--- src/rtl/axi_txn_limiter_pkg.sv ---
// Shared widths and types for the outstanding-transaction limiter.
// Default caps, counter typedefs and the counter-width helper.
package axi_txn_limiter_pkg;

  localparam int unsigned DEF_MAX_PER_ID = 4;
  localparam int unsigned DEF_MAX_TOTAL  = 8;

  function automatic int unsigned cnt_width(input int unsigned max);
    return $clog2(max + 1);
  endfunction

  // Counter types for the default caps.
  typedef logic [cnt_width(DEF_MAX_PER_ID)-1:0] cnt_t;
  typedef logic [cnt_width(DEF_MAX_TOTAL)-1:0]  total_t;

endpackage

--- src/rtl/axi_bus_if.sv ---
// AXI4 bus bundle, one channel set, with master and slave views.
// Ports: none; parameters set address, data, ID and user widths.
interface AXI_BUS #(
  parameter int unsigned ADDR_WIDTH = 32,
  parameter int unsigned DATA_WIDTH = 32,
  parameter int unsigned ID_WIDTH   = 4,
  parameter int unsigned USER_WIDTH = 8
);
  localparam int unsigned STRB_WIDTH = DATA_WIDTH / 8;

  logic [ID_WIDTH-1:0]   aw_id;
  logic [ADDR_WIDTH-1:0] aw_addr;
  logic [7:0]            aw_len;
  logic [2:0]            aw_size;
  logic [1:0]            aw_burst;
  logic [3:0]            aw_cache;
  logic [2:0]            aw_prot;
  logic [USER_WIDTH-1:0] aw_user;
  logic                  aw_valid;
  logic                  aw_ready;

  logic [DATA_WIDTH-1:0] w_data;
  logic [STRB_WIDTH-1:0] w_strb;
  logic                  w_last;
  logic [USER_WIDTH-1:0] w_user;
  logic                  w_valid;
  logic                  w_ready;

  logic [ID_WIDTH-1:0]   b_id;
  logic [1:0]            b_resp;
  logic [USER_WIDTH-1:0] b_user;
  logic                  b_valid;
  logic                  b_ready;

  logic [ID_WIDTH-1:0]   ar_id;
  logic [ADDR_WIDTH-1:0] ar_addr;
  logic [7:0]            ar_len;
  logic [2:0]            ar_size;
  logic [1:0]            ar_burst;
  logic [3:0]            ar_cache;
  logic [2:0]            ar_prot;
  logic [USER_WIDTH-1:0] ar_user;
  logic                  ar_valid;
  logic                  ar_ready;

  logic [ID_WIDTH-1:0]   r_id;
  logic [DATA_WIDTH-1:0] r_data;
  logic [1:0]            r_resp;
  logic                  r_last;
  logic [USER_WIDTH-1:0] r_user;
  logic                  r_valid;
  logic                  r_ready;

  modport Master (
    output aw_id, aw_addr, aw_len, aw_size, aw_burst,
    output aw_cache, aw_prot, aw_user, aw_valid,
    input  aw_ready,
    output w_data, w_strb, w_last, w_user, w_valid,
    input  w_ready,
    input  b_id, b_resp, b_user, b_valid,
    output b_ready,
    output ar_id, ar_addr, ar_len, ar_size, ar_burst,
    output ar_cache, ar_prot, ar_user, ar_valid,
    input  ar_ready,
    input  r_id, r_data, r_resp, r_last, r_user, r_valid,
    output r_ready
  );

  modport Slave (
    input  aw_id, aw_addr, aw_len, aw_size, aw_burst,
    input  aw_cache, aw_prot, aw_user, aw_valid,
    output aw_ready,
    input  w_data, w_strb, w_last, w_user, w_valid,
    output w_ready,
    output b_id, b_resp, b_user, b_valid,
    input  b_ready,
    input  ar_id, ar_addr, ar_len, ar_size, ar_burst,
    input  ar_cache, ar_prot, ar_user, ar_valid,
    output ar_ready,
    output r_id, r_data, r_resp, r_last, r_user, r_valid,
    input  r_ready
  );

endinterface

--- src/rtl/axi_txn_counter.sv ---
// Per-ID and total outstanding counters for one direction.
// Ports: clk, rst, inc/dec strobes with IDs, query_id -> full, busy, underflow.
module axi_txn_counter
  import axi_txn_limiter_pkg::*;
#(
  parameter int unsigned ID_WIDTH   = 4,
  parameter int unsigned MAX_PER_ID = DEF_MAX_PER_ID,
  parameter int unsigned MAX_TOTAL  = DEF_MAX_TOTAL
) (
  input  logic                clk,
  input  logic                rst,
  input  logic                inc_valid,
  input  logic [ID_WIDTH-1:0] inc_id,
  input  logic                dec_valid,
  input  logic [ID_WIDTH-1:0] dec_id,
  input  logic [ID_WIDTH-1:0] query_id,
  output logic                full,
  output logic                busy,
  output logic                underflow
);
  localparam int unsigned NID = 2 ** ID_WIDTH;
  localparam int unsigned CW  = cnt_width(MAX_PER_ID);
  localparam int unsigned TW  = cnt_width(MAX_TOTAL);
  localparam logic [CW-1:0] CMAX = CW'(MAX_PER_ID);
  localparam logic [TW-1:0] TMAX = TW'(MAX_TOTAL);

  logic [CW-1:0] cnt_q [NID];
  logic [CW-1:0] cnt_d [NID];
  logic [TW-1:0] total_q;
  logic [TW-1:0] total_d;
  logic          total_zero;

  assign total_zero = (total_q == '0);
  assign underflow  = dec_valid &
                      ((cnt_q[dec_id] == '0) | total_zero);
  assign full = (cnt_q[query_id] == CMAX) |
                (total_q == TMAX);
  assign busy = ~total_zero;

  // A counter already at zero ignores the decrement
  // instead of wrapping; underflow reports it.
  always_comb begin
    for (int i = 0; i < NID; i++) begin
      cnt_d[i] = cnt_q[i];
      if (inc_valid && inc_id == ID_WIDTH'(i))
        cnt_d[i] = cnt_d[i] + CW'(1);
      if (dec_valid && dec_id == ID_WIDTH'(i) &&
          cnt_q[i] != '0)
        cnt_d[i] = cnt_d[i] - CW'(1);
    end
    total_d = total_q;
    if (inc_valid)
      total_d = total_d + TW'(1);
    if (dec_valid && !total_zero)
      total_d = total_d - TW'(1);
  end

  always_ff @(posedge clk) begin
    if (rst) begin
      for (int i = 0; i < NID; i++)
        cnt_q[i] <= '0;
      total_q <= '0;
    end else begin
      for (int i = 0; i < NID; i++)
        cnt_q[i] <= cnt_d[i];
      total_q <= total_d;
    end
  end

endmodule

--- src/rtl/axi_txn_limiter.sv ---
// Caps outstanding AXI writes/reads per ID and in total.
// Ports: clk_i, rst_i, in (slave), out (master), busy_o, err_o.
module axi_txn_limiter
  import axi_txn_limiter_pkg::*;
#(
  parameter int unsigned ADDR_WIDTH = 32,
  parameter int unsigned DATA_WIDTH = 32,
  parameter int unsigned USER_WIDTH = 8,
  parameter int unsigned ID_WIDTH   = 4,
  parameter int unsigned MAX_PER_ID = DEF_MAX_PER_ID,
  parameter int unsigned MAX_TOTAL  = DEF_MAX_TOTAL
) (
  input  logic   clk_i,
  input  logic   rst_i,
  AXI_BUS.Slave  in,
  AXI_BUS.Master out,
  output logic   busy_o,
  output logic   err_o
);
  if (ADDR_WIDTH < 1 || DATA_WIDTH < 8 || USER_WIDTH < 1 ||
      MAX_PER_ID < 1 || MAX_TOTAL < MAX_PER_ID) begin : g_bad
    $error("axi_txn_limiter: bad parameters");
  end

  logic stall_aw, stall_ar;
  logic aw_inc, ar_inc, b_dec, r_dec;
  logic wr_busy, rd_busy, wr_uf, rd_uf;
  logic err_q;

  // Stall only depends on registered counts, so a request
  // that is not stalled stays unstalled until it handshakes.
  assign out.aw_valid = in.aw_valid & ~stall_aw;
  assign in.aw_ready  = out.aw_ready & ~stall_aw;
  assign out.ar_valid = in.ar_valid & ~stall_ar;
  assign in.ar_ready  = out.ar_ready & ~stall_ar;

  assign aw_inc = in.aw_valid & ~stall_aw & out.aw_ready;
  assign ar_inc = in.ar_valid & ~stall_ar & out.ar_ready;
  assign b_dec  = out.b_valid & in.b_ready;
  assign r_dec  = out.r_valid & in.r_ready & out.r_last;

  assign out.aw_id    = in.aw_id;
  assign out.aw_addr  = in.aw_addr;
  assign out.aw_len   = in.aw_len;
  assign out.aw_size  = in.aw_size;
  assign out.aw_burst = in.aw_burst;
  assign out.aw_cache = in.aw_cache;
  assign out.aw_prot  = in.aw_prot;
  assign out.aw_user  = in.aw_user;

  assign out.w_data  = in.w_data;
  assign out.w_strb  = in.w_strb;
  assign out.w_last  = in.w_last;
  assign out.w_user  = in.w_user;
  assign out.w_valid = in.w_valid;
  assign in.w_ready  = out.w_ready;

  assign in.b_id     = out.b_id;
  assign in.b_resp   = out.b_resp;
  assign in.b_user   = out.b_user;
  assign in.b_valid  = out.b_valid;
  assign out.b_ready = in.b_ready;

  assign out.ar_id    = in.ar_id;
  assign out.ar_addr  = in.ar_addr;
  assign out.ar_len   = in.ar_len;
  assign out.ar_size  = in.ar_size;
  assign out.ar_burst = in.ar_burst;
  assign out.ar_cache = in.ar_cache;
  assign out.ar_prot  = in.ar_prot;
  assign out.ar_user  = in.ar_user;

  assign in.r_id     = out.r_id;
  assign in.r_data   = out.r_data;
  assign in.r_resp   = out.r_resp;
  assign in.r_last   = out.r_last;
  assign in.r_user   = out.r_user;
  assign in.r_valid  = out.r_valid;
  assign out.r_ready = in.r_ready;

  axi_txn_counter #(
    .ID_WIDTH   (ID_WIDTH),
    .MAX_PER_ID (MAX_PER_ID),
    .MAX_TOTAL  (MAX_TOTAL)
  ) u_wr (
    .clk       (clk_i),
    .rst       (rst_i),
    .inc_valid (aw_inc),
    .inc_id    (in.aw_id),
    .dec_valid (b_dec),
    .dec_id    (out.b_id),
    .query_id  (in.aw_id),
    .full      (stall_aw),
    .busy      (wr_busy),
    .underflow (wr_uf)
  );

  axi_txn_counter #(
    .ID_WIDTH   (ID_WIDTH),
    .MAX_PER_ID (MAX_PER_ID),
    .MAX_TOTAL  (MAX_TOTAL)
  ) u_rd (
    .clk       (clk_i),
    .rst       (rst_i),
    .inc_valid (ar_inc),
    .inc_id    (in.ar_id),
    .dec_valid (r_dec),
    .dec_id    (out.r_id),
    .query_id  (in.ar_id),
    .full      (stall_ar),
    .busy      (rd_busy),
    .underflow (rd_uf)
  );

  always_ff @(posedge clk_i) begin
    if (rst_i)
      err_q <= 1'b0;
    else if (wr_uf | rd_uf)
      err_q <= 1'b1;
  end

  assign busy_o = wr_busy | rd_busy;
  assign err_o  = err_q;

endmodule

--- src/flat_wrapper.sv ---
// flat-port wrapper written by rule: the top's interface ports become plain ports
module axi_txn_limiter_flat import axi_txn_limiter_pkg::*;
#(
  parameter int unsigned ADDR_WIDTH = 32,
  parameter int unsigned DATA_WIDTH = 32,
  parameter int unsigned USER_WIDTH = 8,
  parameter int unsigned ID_WIDTH   = 4,
  parameter int unsigned MAX_PER_ID = DEF_MAX_PER_ID,
  parameter int unsigned MAX_TOTAL  = DEF_MAX_TOTAL
)
  (clk_i, rst_i, busy_o, err_o, in_aw_id, in_aw_addr, in_aw_len, in_aw_size, in_aw_burst, in_aw_cache, in_aw_prot, in_aw_user, in_aw_valid, in_aw_ready, in_w_data, in_w_strb, in_w_last, in_w_user, in_w_valid, in_w_ready, in_b_id, in_b_resp, in_b_user, in_b_valid, in_b_ready, in_ar_id, in_ar_addr, in_ar_len, in_ar_size, in_ar_burst, in_ar_cache, in_ar_prot, in_ar_user, in_ar_valid, in_ar_ready, in_r_id, in_r_data, in_r_resp, in_r_last, in_r_user, in_r_valid, in_r_ready, out_aw_id, out_aw_addr, out_aw_len, out_aw_size, out_aw_burst, out_aw_cache, out_aw_prot, out_aw_user, out_aw_valid, out_aw_ready, out_w_data, out_w_strb, out_w_last, out_w_user, out_w_valid, out_w_ready, out_b_id, out_b_resp, out_b_user, out_b_valid, out_b_ready, out_ar_id, out_ar_addr, out_ar_len, out_ar_size, out_ar_burst, out_ar_cache, out_ar_prot, out_ar_user, out_ar_valid, out_ar_ready, out_r_id, out_r_data, out_r_resp, out_r_last, out_r_user, out_r_valid, out_r_ready);
  AXI_BUS #(.ADDR_WIDTH(ADDR_WIDTH), .DATA_WIDTH(DATA_WIDTH), .ID_WIDTH(ID_WIDTH), .USER_WIDTH(USER_WIDTH)) in_i ();
  AXI_BUS #(.ADDR_WIDTH(ADDR_WIDTH), .DATA_WIDTH(DATA_WIDTH), .ID_WIDTH(ID_WIDTH), .USER_WIDTH(USER_WIDTH)) out_i ();
  input  logic clk_i;
  input  logic rst_i;
  output logic busy_o;
  output logic err_o;
  input wire logic [$bits(in_i.aw_id)-1:0] in_aw_id;
  input wire logic [$bits(in_i.aw_addr)-1:0] in_aw_addr;
  input wire logic [$bits(in_i.aw_len)-1:0] in_aw_len;
  input wire logic [$bits(in_i.aw_size)-1:0] in_aw_size;
  input wire logic [$bits(in_i.aw_burst)-1:0] in_aw_burst;
  input wire logic [$bits(in_i.aw_cache)-1:0] in_aw_cache;
  input wire logic [$bits(in_i.aw_prot)-1:0] in_aw_prot;
  input wire logic [$bits(in_i.aw_user)-1:0] in_aw_user;
  input wire logic [$bits(in_i.aw_valid)-1:0] in_aw_valid;
  output wire logic [$bits(in_i.aw_ready)-1:0] in_aw_ready;
  input wire logic [$bits(in_i.w_data)-1:0] in_w_data;
  input wire logic [$bits(in_i.w_strb)-1:0] in_w_strb;
  input wire logic [$bits(in_i.w_last)-1:0] in_w_last;
  input wire logic [$bits(in_i.w_user)-1:0] in_w_user;
  input wire logic [$bits(in_i.w_valid)-1:0] in_w_valid;
  output wire logic [$bits(in_i.w_ready)-1:0] in_w_ready;
  output wire logic [$bits(in_i.b_id)-1:0] in_b_id;
  output wire logic [$bits(in_i.b_resp)-1:0] in_b_resp;
  output wire logic [$bits(in_i.b_user)-1:0] in_b_user;
  output wire logic [$bits(in_i.b_valid)-1:0] in_b_valid;
  input wire logic [$bits(in_i.b_ready)-1:0] in_b_ready;
  input wire logic [$bits(in_i.ar_id)-1:0] in_ar_id;
  input wire logic [$bits(in_i.ar_addr)-1:0] in_ar_addr;
  input wire logic [$bits(in_i.ar_len)-1:0] in_ar_len;
  input wire logic [$bits(in_i.ar_size)-1:0] in_ar_size;
  input wire logic [$bits(in_i.ar_burst)-1:0] in_ar_burst;
  input wire logic [$bits(in_i.ar_cache)-1:0] in_ar_cache;
  input wire logic [$bits(in_i.ar_prot)-1:0] in_ar_prot;
  input wire logic [$bits(in_i.ar_user)-1:0] in_ar_user;
  input wire logic [$bits(in_i.ar_valid)-1:0] in_ar_valid;
  output wire logic [$bits(in_i.ar_ready)-1:0] in_ar_ready;
  output wire logic [$bits(in_i.r_id)-1:0] in_r_id;
  output wire logic [$bits(in_i.r_data)-1:0] in_r_data;
  output wire logic [$bits(in_i.r_resp)-1:0] in_r_resp;
  output wire logic [$bits(in_i.r_last)-1:0] in_r_last;
  output wire logic [$bits(in_i.r_user)-1:0] in_r_user;
  output wire logic [$bits(in_i.r_valid)-1:0] in_r_valid;
  input wire logic [$bits(in_i.r_ready)-1:0] in_r_ready;
  output wire logic [$bits(out_i.aw_id)-1:0] out_aw_id;
  output wire logic [$bits(out_i.aw_addr)-1:0] out_aw_addr;
  output wire logic [$bits(out_i.aw_len)-1:0] out_aw_len;
  output wire logic [$bits(out_i.aw_size)-1:0] out_aw_size;
  output wire logic [$bits(out_i.aw_burst)-1:0] out_aw_burst;
  output wire logic [$bits(out_i.aw_cache)-1:0] out_aw_cache;
  output wire logic [$bits(out_i.aw_prot)-1:0] out_aw_prot;
  output wire logic [$bits(out_i.aw_user)-1:0] out_aw_user;
  output wire logic [$bits(out_i.aw_valid)-1:0] out_aw_valid;
  input wire logic [$bits(out_i.aw_ready)-1:0] out_aw_ready;
  output wire logic [$bits(out_i.w_data)-1:0] out_w_data;
  output wire logic [$bits(out_i.w_strb)-1:0] out_w_strb;
  output wire logic [$bits(out_i.w_last)-1:0] out_w_last;
  output wire logic [$bits(out_i.w_user)-1:0] out_w_user;
  output wire logic [$bits(out_i.w_valid)-1:0] out_w_valid;
  input wire logic [$bits(out_i.w_ready)-1:0] out_w_ready;
  input wire logic [$bits(out_i.b_id)-1:0] out_b_id;
  input wire logic [$bits(out_i.b_resp)-1:0] out_b_resp;
  input wire logic [$bits(out_i.b_user)-1:0] out_b_user;
  input wire logic [$bits(out_i.b_valid)-1:0] out_b_valid;
  output wire logic [$bits(out_i.b_ready)-1:0] out_b_ready;
  output wire logic [$bits(out_i.ar_id)-1:0] out_ar_id;
  output wire logic [$bits(out_i.ar_addr)-1:0] out_ar_addr;
  output wire logic [$bits(out_i.ar_len)-1:0] out_ar_len;
  output wire logic [$bits(out_i.ar_size)-1:0] out_ar_size;
  output wire logic [$bits(out_i.ar_burst)-1:0] out_ar_burst;
  output wire logic [$bits(out_i.ar_cache)-1:0] out_ar_cache;
  output wire logic [$bits(out_i.ar_prot)-1:0] out_ar_prot;
  output wire logic [$bits(out_i.ar_user)-1:0] out_ar_user;
  output wire logic [$bits(out_i.ar_valid)-1:0] out_ar_valid;
  input wire logic [$bits(out_i.ar_ready)-1:0] out_ar_ready;
  input wire logic [$bits(out_i.r_id)-1:0] out_r_id;
  input wire logic [$bits(out_i.r_data)-1:0] out_r_data;
  input wire logic [$bits(out_i.r_resp)-1:0] out_r_resp;
  input wire logic [$bits(out_i.r_last)-1:0] out_r_last;
  input wire logic [$bits(out_i.r_user)-1:0] out_r_user;
  input wire logic [$bits(out_i.r_valid)-1:0] out_r_valid;
  output wire logic [$bits(out_i.r_ready)-1:0] out_r_ready;
  assign in_i.aw_id = in_aw_id;
  assign in_i.aw_addr = in_aw_addr;
  assign in_i.aw_len = in_aw_len;
  assign in_i.aw_size = in_aw_size;
  assign in_i.aw_burst = in_aw_burst;
  assign in_i.aw_cache = in_aw_cache;
  assign in_i.aw_prot = in_aw_prot;
  assign in_i.aw_user = in_aw_user;
  assign in_i.aw_valid = in_aw_valid;
  assign in_aw_ready = in_i.aw_ready;
  assign in_i.w_data = in_w_data;
  assign in_i.w_strb = in_w_strb;
  assign in_i.w_last = in_w_last;
  assign in_i.w_user = in_w_user;
  assign in_i.w_valid = in_w_valid;
  assign in_w_ready = in_i.w_ready;
  assign in_b_id = in_i.b_id;
  assign in_b_resp = in_i.b_resp;
  assign in_b_user = in_i.b_user;
  assign in_b_valid = in_i.b_valid;
  assign in_i.b_ready = in_b_ready;
  assign in_i.ar_id = in_ar_id;
  assign in_i.ar_addr = in_ar_addr;
  assign in_i.ar_len = in_ar_len;
  assign in_i.ar_size = in_ar_size;
  assign in_i.ar_burst = in_ar_burst;
  assign in_i.ar_cache = in_ar_cache;
  assign in_i.ar_prot = in_ar_prot;
  assign in_i.ar_user = in_ar_user;
  assign in_i.ar_valid = in_ar_valid;
  assign in_ar_ready = in_i.ar_ready;
  assign in_r_id = in_i.r_id;
  assign in_r_data = in_i.r_data;
  assign in_r_resp = in_i.r_resp;
  assign in_r_last = in_i.r_last;
  assign in_r_user = in_i.r_user;
  assign in_r_valid = in_i.r_valid;
  assign in_i.r_ready = in_r_ready;
  assign out_aw_id = out_i.aw_id;
  assign out_aw_addr = out_i.aw_addr;
  assign out_aw_len = out_i.aw_len;
  assign out_aw_size = out_i.aw_size;
  assign out_aw_burst = out_i.aw_burst;
  assign out_aw_cache = out_i.aw_cache;
  assign out_aw_prot = out_i.aw_prot;
  assign out_aw_user = out_i.aw_user;
  assign out_aw_valid = out_i.aw_valid;
  assign out_i.aw_ready = out_aw_ready;
  assign out_w_data = out_i.w_data;
  assign out_w_strb = out_i.w_strb;
  assign out_w_last = out_i.w_last;
  assign out_w_user = out_i.w_user;
  assign out_w_valid = out_i.w_valid;
  assign out_i.w_ready = out_w_ready;
  assign out_i.b_id = out_b_id;
  assign out_i.b_resp = out_b_resp;
  assign out_i.b_user = out_b_user;
  assign out_i.b_valid = out_b_valid;
  assign out_b_ready = out_i.b_ready;
  assign out_ar_id = out_i.ar_id;
  assign out_ar_addr = out_i.ar_addr;
  assign out_ar_len = out_i.ar_len;
  assign out_ar_size = out_i.ar_size;
  assign out_ar_burst = out_i.ar_burst;
  assign out_ar_cache = out_i.ar_cache;
  assign out_ar_prot = out_i.ar_prot;
  assign out_ar_user = out_i.ar_user;
  assign out_ar_valid = out_i.ar_valid;
  assign out_i.ar_ready = out_ar_ready;
  assign out_i.r_id = out_r_id;
  assign out_i.r_data = out_r_data;
  assign out_i.r_resp = out_r_resp;
  assign out_i.r_last = out_r_last;
  assign out_i.r_user = out_r_user;
  assign out_i.r_valid = out_r_valid;
  assign out_r_ready = out_i.r_ready;
  axi_txn_limiter #(.ADDR_WIDTH(ADDR_WIDTH), .DATA_WIDTH(DATA_WIDTH), .USER_WIDTH(USER_WIDTH), .ID_WIDTH(ID_WIDTH), .MAX_PER_ID(MAX_PER_ID), .MAX_TOTAL(MAX_TOTAL)) u_core (.clk_i(clk_i), .rst_i(rst_i), .in(in_i), .out(out_i), .busy_o(busy_o), .err_o(err_o));
endmodule
--- config.mk ---
export PLATFORM = sky130hd
export DESIGN_NAME = axi_txn_limiter_flat
export DESIGN_NICKNAME = d
export VERILOG_FILES = /design/src/rtl/axi_txn_limiter_pkg.sv /design/src/rtl/axi_bus_if.sv /design/src/rtl/axi_txn_counter.sv /design/src/rtl/axi_txn_limiter.sv /design/src/flat_wrapper.sv
export SDC_FILE = /design/constraint.sdc
export NUM_CORES = 1
export LEC_CHECK = 0
export CORE_AREA = 2 2 190 192
export DETAILED_ROUTE_END_ITERATION = 8
export DIE_AREA = 0 0 192 194
export REMOVE_ABC_BUFFERS = 1
export SLEW_MARGIN = 5
export SYNTH_ARGS = -nofsm -noshare
export SYNTH_HDL_FRONTEND = slang
export SYNTH_SLANG_ARGS = --single-unit
--- constraint.sdc ---
create_clock -name clk_i -period 5.62 [get_ports clk_i]
set_input_delay 0.562 -clock clk_i [delete_from_list [all_inputs] [get_ports clk_i]]
set_output_delay 0.562 -clock clk_i [all_outputs]
set_load 0.005 [all_outputs]
Word level (Yosys, flattened, before mapping). Memory sizes are Yosys's and may differ from the RTL's. Cells that the tools add are included.

$add $sub $neg: 68. Equal/unequal tests: 64. Muxes and demuxes: 103. Bitwise logic cells: 53. Reduce and logical (&&, ||, !) cells: 140.

Operators by type and width (number): 2-to-1 mux 3 bit (96); == test 4 bit, second input constant (34); logical AND 1 bit (98); adder 3 x 1 -> 3 bit, second input constant (32); nonzero test 3 bit (32); subtractor 3 x 1 -> 3 bit, second input constant (32); == test 4 x 3 -> 1 bit, second input constant (16); OR 1 bit (38); == test 4 x 2 -> 1 bit, second input constant (8); logical NOT 4 bit (6); == test 4 x 1 -> 1 bit, second input constant (4); 2-to-1 mux 4 bit (4); AND 1 bit (11); adder 4 x 1 -> 4 bit, second input constant (2); subtractor 4 x 1 -> 4 bit, second input constant (2); == test 3 bit, second input constant (2); logical NOT 3 bit (2); inverter 1 bit (4); 2-to-1 mux 1 bit (3); logical NOT 1 bit (2).

Bits in registers: 9. Memory bits (writable): 96. Input port bits: 246. Output and inout bits: 246. Memories kept: 2.

Memories: u_core.u_rd.cnt_q (depth 16, bits a word 3, read ports 18, clocked after Yosys merged registers in 0, wr ports 16, line axi_txn_counter.sv:27) `logic [CW-1:0] cnt_q [NID];`; u_core.u_wr.cnt_q (depth 16, bits a word 3, read ports 18, clocked after Yosys merged registers in 0, wr ports 16, line axi_txn_counter.sv:27).

Depth between registers and ports, before layout. Gate-level depths: netlist of the first run. An unclocked memory read counts as a cell.

Depth after elaboration: 11. Mapped depth: 15. Gate-level depth less buffers: 12.

Modules after synthesis. From an unflattened synthesis of the first run, not the netlist that was laid out.

Cell total of the unflattened synthesis: 1263. Area total of the unflattened synthesis: 10356.2 um^2.

By module, submodules not included: axi_txn_counter at u_core.u_wr (times used 1, cells an instance 514, area each 4322.9 um^2, seq. area each 1041.0 um^2); axi_txn_counter at u_core.u_rd (times used 1, cells an instance 497, area each 4134.0 um^2, seq. area each 1041.0 um^2); axi_txn_limiter (times used 1, cells an instance 252, area each 1899.3 um^2, seq. area each 20.0 um^2).

Worst setup path after synthesis of the first run. OpenSTA, ideal clock, no wires.

Kind: input to register. Start point: in in_ar_id[1]. End point: mem u_core.u_rd.cnt_q[13][2] (netlist name). Library setup time: 0.128 ns. Data arrival time: 3.122 ns. Data required time: 5.492 ns. Setup slack: 2.371 ns. Cell stages on the path: 12. Buffers on the path: 1. Cells stage by stage: mux4_2 -> or2_2 -> a21oi_2 -> o211ai_4 -> buf_6 -> a2111o_2 -> xnor2_2 -> ha_1 -> nand2_1 -> xor2_1 -> xnor2_1 -> nor2_1.

RTL lines: start, declared (line flat_wrapper.sv:39) `input wire logic [$bits(in_i.ar_id)-1:0] in_ar_id;`; end, declared (line axi_txn_counter.sv:27).

Worst setup path after layout of the first run.
Start point: in in_aw_id[0]. End point: out out_aw_valid.

Word-level cells in the longest chain between the ends: 5.

Ends and longest elaborated chain: start, declared (line flat_wrapper.sv:18) `input wire logic [$bits(in_i.aw_id)-1:0] in_aw_id;`; memory read (16 x 3 bit); == test 3 bit (line axi_txn_counter.sv:36) `assign full = (cnt_q[query_id] == CMAX) |`; OR 1 bit (line axi_txn_counter.sv:36); inverter 1 bit (line axi_txn_limiter.sv:32) `assign out.aw_valid = in.aw_valid & ~stall_aw;`; AND 1 bit (line axi_txn_limiter.sv:32); end, declared (line flat_wrapper.sv:64) `output wire logic [$bits(out_i.aw_valid)-1:0] out_aw_valid;`.

No other way between the ends.

==> results of run 1 <==
routing by layer:
| metal | track usage, % | vias up | wire length (um) |
|---|---|---|---|
| li1 | - | 3896 | - |
| met4 | 54.3 | 32 | 13300 |
| met5 | 30.8 | - | 1550 |
| met3 | 49.6 | 278 | 19700 |
| met1 | 23.3 | 4135 | 15800 |
| met2 | 58.5 | 810 | 31600 |
cell families after synthesis:
group	share of synthesized area [%]
AND/OR/NAND/NOR	21.2
multiplexers	2.70
buffers and inverters	22.0
adder cells (fa/ha/maj)	12.0
AO/OA/AOI/OAI	13.9
XOR/XNOR	8.53
flip-flops	19.7
worst max path at each step:
stage	endpoint	startpoint	slack (ns)	cells past startpoint
3_3_place_gp	u_core.u_rd.cnt_q[4][2]	in_ar_id[1]	0.94	14
6_report	out_aw_valid	in_aw_id[0]	1.24	8
3_5_place_dp	u_core.u_rd.cnt_q[4][2]	in_ar_id[1]	0.87	14
4_1_cts	u_core.u_rd.cnt_q[4][2]	in_ar_id[1]	1.28	14
2_1_floorplan	u_core.u_rd.cnt_q[5][2]	in_ar_id[0]	2.29	11
5_1_grt	u_core.u_rd.cnt_q[4][2]	in_ar_id[1]	1.03	14
sequential cells by signal, indices dropped and copies added, names as in the netlist:
register             count
u_core.u_rd.cnt_q       48
u_core.u_wr.cnt_q       48
u_core.u_rd.total_q      4
u_core.u_wr.total_q      4
u_core.err_o             1
cells in the mapped netlist (all sizes together) (5+ instances only):
master and count:
buf 250, nand2 156, nor2 111, dfxtp 105, ha 102, inv 102
a21oi 93, xnor2 75, nor3 60, a211oi 34, nor2b 28, xor2 28
and2 25, a2111oi 22, clkbuf 22, nor4 16, or2 14, nand2b 8
nand3 8, and3 7, mux2i 7, mux4 7, nor3b 6, a311o 5
a41oi 5, mux2 5, nand4 5, o21ai 5, or3 5
through the flow:
stage / cells / cell area, sq um / utilization, %
6_report: 1622 / 10200 / 29.0
5_1_grt: 1622 / 10200 / 29.0
4_1_cts: 1622 / 10200 / 29.0
3_5_place_dp: 1606 / 9890 / 28.1
3_3_place_gp: 1606 / 9890 / 28.1
2_1_floorplan: 1081 / 8700 / -
where the power goes:
part	internal, uW	leakage [uW]	total [uW]	switching (uW)
Combinational	134	0.00241	336	202
Sequential	756	0.000847	775	18.9
Clock	370	0.000155	735	365
layout make-up:
type                    count  area, sq um
well taps                 461          577
repair buffers             64          611
clock buffers              10          239
inverters                 103          387
clock inverters             6         85.1
multi-input cells         873         6220
flip-flops and latches    105         2100
fillers                  3753        25000
critical path, stage by stage:
cell and delay [ns]:
clkdlybuf4s50_1 0.80, or4b_1 0.69, o311ai_0 0.15, a21oi_1 0.16, o21bai_2 0.65, nand2_1 0.14
and3_1 0.21, clkdlybuf4s50_1 0.44
==> Flow_metrics.wiki, run 1 <==
{| class="wikitable"
! Metric !! Value
|-
| Outcome || complete, no violations
|-
| Iteration count of the initial detailed-routing pass || 6
|-
| Placement Rows || slightly below 70
|-
| Worst setup EP type || primary output
|-
| Synthesized area per cell || around 7.9 sq um
|-
| Largest clock skew in the final design || roughly 0.0085 ns
|-
| Number of ports placed on the die boundary || just under 500
|-
| Initial drt markers || 683
|-
| Period minus WS final || about 4.4 ns
|-
| Cells after synthesis || between 1k and 1.5k
|-
| Total chip power || approximately 1800 uW
|-
| Final #Nets || 1504
|-
| Clock insertion delay at the later pin of the skew report || about 0.38 ns
|-
| Vias || between 9k and 10k
|-
| Max-slew headroom || roughly 15%
|-
| Port Buf Inserts || 53
|-
| Fraction of the cycle the final worst path needs || between 70 and 80%
|-
| Hold endpoint || u_core.err_o
|-
| Synth unique cells || 67
|-
| Total die area || about 37000 sq um
|-
| Root Driver || clkbuf_16
|-
| Maximum number of pins on one net before global-route repair || 48
|-
| CTS H-Tree Depth || 3
|-
| Final-layout worst hold slack || between 0.5 and 0.6 ns
|-
| Crit path required time || 5.06 ns
|-
| Number of failing hold endpoints at the final stage || 0
|-
| Synth top area cells || dfxtp_1, buf_4, ha_1, xnor2_1, nand2_1
|-
| End of the worst register-to-register path || u_core.u_rd.cnt_q[4][2]
|-
| Hold Crit Start || u_core.err_o
|-
| Most common library cell in the layout ignoring fill and taps || nand2_1
|-
| Worst R2R Start || u_core.u_rd.cnt_q[2][2]
|-
| Proportion of layout cells with a drive suffix above 1 || between 7 and 8%
|-
| Vias in the first global route || 8284
|-
| Clock slew at reported path FFs || approximately 0.09 ns
|-
| R2r setup slk || 2.06 ns
|-
| Dominant synthesized flop cell || dfxtp_1
|-
| Overall die width || 192 um
|-
| Fraction of registers with async set or reset after synthesis || 0%
|-
| TritonCTS clock tree || built
|-
| Vertical die dimension || 194 um
|-
| Clock sinks || 105
|-
| Cells on Worst Hold Path || 2
|-
| DRT antenna net count || 0
|-
| Library cell occupying the most area in the post-synthesis netlist || dfxtp_1
|-
| Area share of the largest cell type after synthesis || around 20%
|-
| P_leak || around 0.0034 uW
|-
| Cell depth of the worst flop-to-flop path || 12
|-
| Longest Clk Path Bufs || 2
|-
| Post-synth EDFFs || 0
|-
| Core region area || 35200 sq um
|-
| Fin. max-slew vios || 0
|-
| Total power per unit cell area || 181 nW/um^2
|-
| FF+latch count, synth || roughly 110
|-
| Routed length per placed instance || around 51 um
|-
| Highest clock rate || around 230 MHz
|-
| Total inserted antenna cells || 0
|-
| Initial antenna violation count || 0
|-
| Cells resized by post-CTS repair || 0
|-
| Number of buffers inserted during clock tree synthesis || 9
|-
| Most used cells in the layout excluding fill and tap cells || nand2_1, nor2_1, dfxtp_1
|-
| Sequential element share of the synthesized area || a little under 20%
|-
| Hold-fix buffers at CTS || 0
|-
| Arrival time of the worst setup path || 3.82 ns
|-
| Final WL || slightly above 80 mm
|-
| Max-Cap Viols || 0
|-
| Global placement routability congestion || between 1 and 1.5
|-
| Transition time at the pin with the least slew margin || about 1.2 ns
|-
| Setup slack after placement || between 0.8 and 0.9 ns
|-
| Syn-to-layout area delta || -4.17%
|-
| Type of origin of the critical path || input pin
|-
| Overall routing resource usage || 43.2%
|-
| Post-detailed-placement half-perimeter wirelength || 72.4 mm
|-
| Number of setup violations in the final report || 0
|-
| Setup Fix Bufs, Post-CTS || 0
|-
| Start-to-end type of the worst setup path || in2out
|-
| Path class of the lowest-slack min-delay path || reg2reg
|-
| Highest ir drop seen on vdd || ~0.00015 V
|-
| Count of warnings emitted by yosys || 0
|-
| Vias per cell || between 5 and 6
|-
| Starting density of the core || between 30 and 40%
|-
| Sum of overflow across all layers after global routing || 0
|-
| Setup tns final || 0 ns
|-
| Combined area of all synthesized cells || between 10000 and 15000 sq um
|-
| Global-route wire length before repair || around 99 mm
|-
| DR DRC count || 0
|-
| Top fanout value on the critical path || 19
|-
| Unrepaired setup endpoints after global routing || false
|-
| Smallest setup slack after layout || roughly 1.2 ns
|}
No activity file was read; power rests on OpenSTA's default activity.
==> run 2, diff against run 1 <==
==> constraint.sdc (replaced) <==
create_clock -name clk_i -period 3.62 [get_ports clk_i]
set_input_delay 0.362 -clock clk_i [delete_from_list [all_inputs] [get_ports clk_i]]
set_output_delay 0.362 -clock clk_i [all_outputs]
set_load 0.005 [all_outputs]
==> Flow_metrics.wiki, run 2 (synthesis gave the netlist of run 1 again) <==
{| class="wikitable"
! Metric !! Value
|-
| Setup tns final || 0 ns (unchanged)
|-
| R2r setup slk || 0.31 ns (-1.75 ns)
|-
| Crit path largest cell delay || 0.50 ns (-0.30 ns)
|-
| Top fanout value on the critical path || 14 (-5)
|-
| Vias in the first global route || 8941 (+7.9%)
|-
| Starting density of the core || 30.3% (unchanged)
|-
| Unrepaired setup endpoints after global routing || false
|-
| Final-layout worst hold slack || 0.400 ns (-0.167 ns)
|-
| Largest registers || u_core.u_rd.cnt_q: 48 flops, u_core.u_wr.cnt_q: 48 flops
|-
| Critical Path Slowest Stage Cell || clkdlybuf4s50_1
|-
| Root Driver || clkbuf_16
|-
| DR DRC count || 0 (unchanged)
|-
| Global placement routability congestion || 1.46 (+1.4%)
|-
| Total die area || 37200 sq um (unchanged)
|-
| Initial antenna violation count || 0 (unchanged)
|-
| Type of origin of the critical path || input pin
|-
| Cell depth of the worst flop-to-flop path || 14 (+2)
|-
| Clock insertion delay at the later pin of the skew report || 0.38 ns (about the same)
|-
| Post-detailed-placement half-perimeter wirelength || 74.7 mm (+3.2%)
|-
| Final WL || 84.7 mm (+3.3%)
|-
| Maximum number of pins on one net before global-route repair || 52 (+8.3%)
|-
| Max-slew headroom || 41.6% (+27 points)
|-
| Worst R2R Start || u_core.u_rd.cnt_q[1][2]
|-
| Cells resized by post-CTS repair || 0 (unchanged)
|-
| Number of filler cells placed in the layout || 3753 (unchanged)
|-
| Vertical die dimension || 194 um (unchanged)
|-
| Most used cells in the layout excluding fill and tap cells || nand2_1, nor2_1, buf_4
|-
| Number of setup violations in the final report || 0 (unchanged)
|-
| Setup Fix Bufs, Post-CTS || 0 (unchanged)
|-
| Vias || 9563 (+4.5%)
|-
| Number of buffers inserted during clock tree synthesis || 9 (unchanged)
|-
| Total power per unit cell area || 267 nW/um^2 (+48%)
|-
| Transition time at the pin with the least slew margin || 0.876 ns (-0.373 ns)
|-
| Final #Nets || 1604 (+6.6%)
|-
| Proportion of layout cells with a drive suffix above 1 || 15.2% (+7.4 points)
|-
| Count of buffering cells on the critical path with inverters included || 4 (+2)
|-
| Sum of overflow across all layers after global routing || 0 (unchanged)
|-
| Vias per cell || 5.55 (-1.6%)
|-
| Initial drt markers || 696 (+1.9%)
|-
| Global-route wire length before repair || 103 mm (+3.8%)
|-
| Syn-to-layout area delta || 3.46%
|-
| # placed instances || 1706 (+6.2%)
|-
| Overall die width || 192 um (unchanged)
|-
| Count of placed standard cells in the final layout, fillers left out || 1722 (+6.2%)
|-
| Crit path cell chain || clkdlybuf4s50_1 -> buf_12 -> mux4_2 -> or2_2 -> a21oi_2 -> o211ai_4 -> buf_12 -> buf_4 -> a2111oi_4 -> nor2_1 -> a21oi_1 -> ha_1 -> nand2_1 -> xor2_1 -> xnor2_1 -> nor2_1
|-
| Largest clock skew in the final design || 0.0133 ns (+0.00486 ns)
|-
| TritonCTS clock tree || built
|-
| Clock sinks || 105 (unchanged)
|-
| P_leak || 0.00393 uW (+15%)
|-
| Core region area || 35200 sq um (unchanged)
|-
| Routed length per placed instance || 49.2 um (-2.7%)
|-
| Arrival time of the worst setup path || 3.59 ns (-0.23 ns)
|-
| Iteration count of the initial detailed-routing pass || 8 (+2)
|-
| CTS H-Tree Depth || 3 (unchanged)
|-
| Cell count along the critical path || 16 (+8)
|-
| Period minus WS final || 3.34 ns
|-
| Port Buf Inserts || 53 (unchanged)
|-
| Hold-fix buffers at CTS || 0 (unchanged)
|-
| Worst setup EP type || flip-flop
|-
| Crit path required time || 3.87 ns (-1.19 ns)
|-
| End of the worst register-to-register path || u_core.u_rd.cnt_q[3][2]
|-
| Highest clock rate || between 200 and 300 MHz
|-
| Total inserted antenna cells || 0 (unchanged)
|-
| Path class of the lowest-slack min-delay path || in2reg
|-
| Fraction of the cycle the final worst path needs || 92.3%
|-
| Last element of the critical path || u_core.u_rd.cnt_q[3][2]
|-
| Highest ir drop seen on vdd || 0.000219 V (+42%)
|-
| Outcome || complete, no violations
|-
| Cell type group with the largest total delay on the critical path || buffers and inverters
|-
| Placement Rows || 69 (unchanged)
|-
| Longest Clk Path Bufs || 2 (unchanged)
|-
| Number of failing hold endpoints at the final stage || 0 (unchanged)
|-
| Max-Cap Viols || 0 (unchanged)
|-
| Clock slew at reported path FFs || 0.09 ns (about the same)
|-
| Critical path origin || in_ar_id[0]
|-
| Fin. max-slew vios || 0 (unchanged)
|-
| DRT antenna net count || 0 (unchanged)
|-
| Overall routing resource usage || 44.7% (+1.5 points)
|-
| Most common library cell in the layout ignoring fill and taps || nand2_1
|-
| Start-to-end type of the worst setup path || in2reg
|-
| Number of ports placed on the die boundary || 492 (unchanged)
|}
run 2: cell count changes in the layout (fill, tap and decap cells not counted), sizes merged:
| cell | delta |
|---|---|
| buf | +100 |
| clkbuf | +1 |
| clkdlybuf4s50 | -1 |
| clkinv | -1 |
| clkinvlp | -1 |
| dlymetal6s2s | +1 |
| inv | +1 |
run 2: worst min-delay path by stage:
| stage | startpoint | end | slack (ns) | depth (start not counted) |
|---|---|---|---|---|
| after CTS | rst_i | u_core.u_wr.cnt_q[14][2] | 0.41 | 2 |
| after detailed placement | u_core.err_o | u_core.err_o | 0.56 | 2 |
| after global placement | u_core.err_o | u_core.err_o | 0.54 | 2 |
| after floorplan | rst_i | u_core.err_o | 0.43 | 1 |
| after global routing | rst_i | u_core.u_wr.total_q[1] | 0.43 | 2 |
| final | rst_i | u_core.u_wr.cnt_q[14][2] | 0.40 | 2 |
run 2: cell type report:
cell class / instances / area [sq um] / area share, %
well taps: 461 / 577 / 5.23
multi-input cells: 873 / 6220 / 56.4
flip-flops and latches: 105 / 2100 / 19.1
inverters: 103 / 387 / 3.51
repair buffers: 164 / 1430 / 12.9
clock inverters: 5 / 67.6 / 0.613
clock buffers: 11 / 253 / 2.29
run 2: where the power goes:
group	internal, uW	total, uW	switching, uW	leakage [uW]
combinational	259	591	333	0.00292
clock	589	1150	561	0.000159
sequential	1170	1200	30.0	0.000847
run 2: per-layer routing:
| metal | track usage (%) | vias up | part of all wire (%) |
|---|---|---|---|
| li1 | - | 4093 | - |
| met1 | 24.7 | 4316 | 20 |
| met2 | 62.6 | 835 | 39 |
| met3 | 49.4 | 295 | 23 |
| met4 | 55.3 | 24 | 16 |
| met5 | 22.8 | - | 1.4 |
run 2: metrics by stage:
stage / area, sq um / power (uW) / utilization [%] / worst slack, ns
after floorplan: 8700 / 1490 / - / 0.486
after global placement: 10700 / 1800 / 30.4 / -0.215
after detailed placement: 10700 / 1810 / 30.4 / -0.264
after CTS: 11000 / 2950 / 31.3 / 0.112
after global routing: 11000 / 3040 / 31.3 / 0.129
final: 11000 / 2950 / 31.3 / 0.277
run 2: worst register-to-register path: cells and delay by family (launching register included):
| kind | cells | cell delay, ns |
|---|---|---|
| AO/OA/AOI/OAI | 4 | 0.95 |
| multiplexers | 1 | 0.49 |
| AND/OR/NAND/NOR | 4 | 0.49 |
| flip-flops | 1 | 0.41 |
| buffers and inverters | 2 | 0.34 |
| XOR/XNOR | 2 | 0.32 |
| adder cells (fa/ha/maj) | 1 | 0.19 |
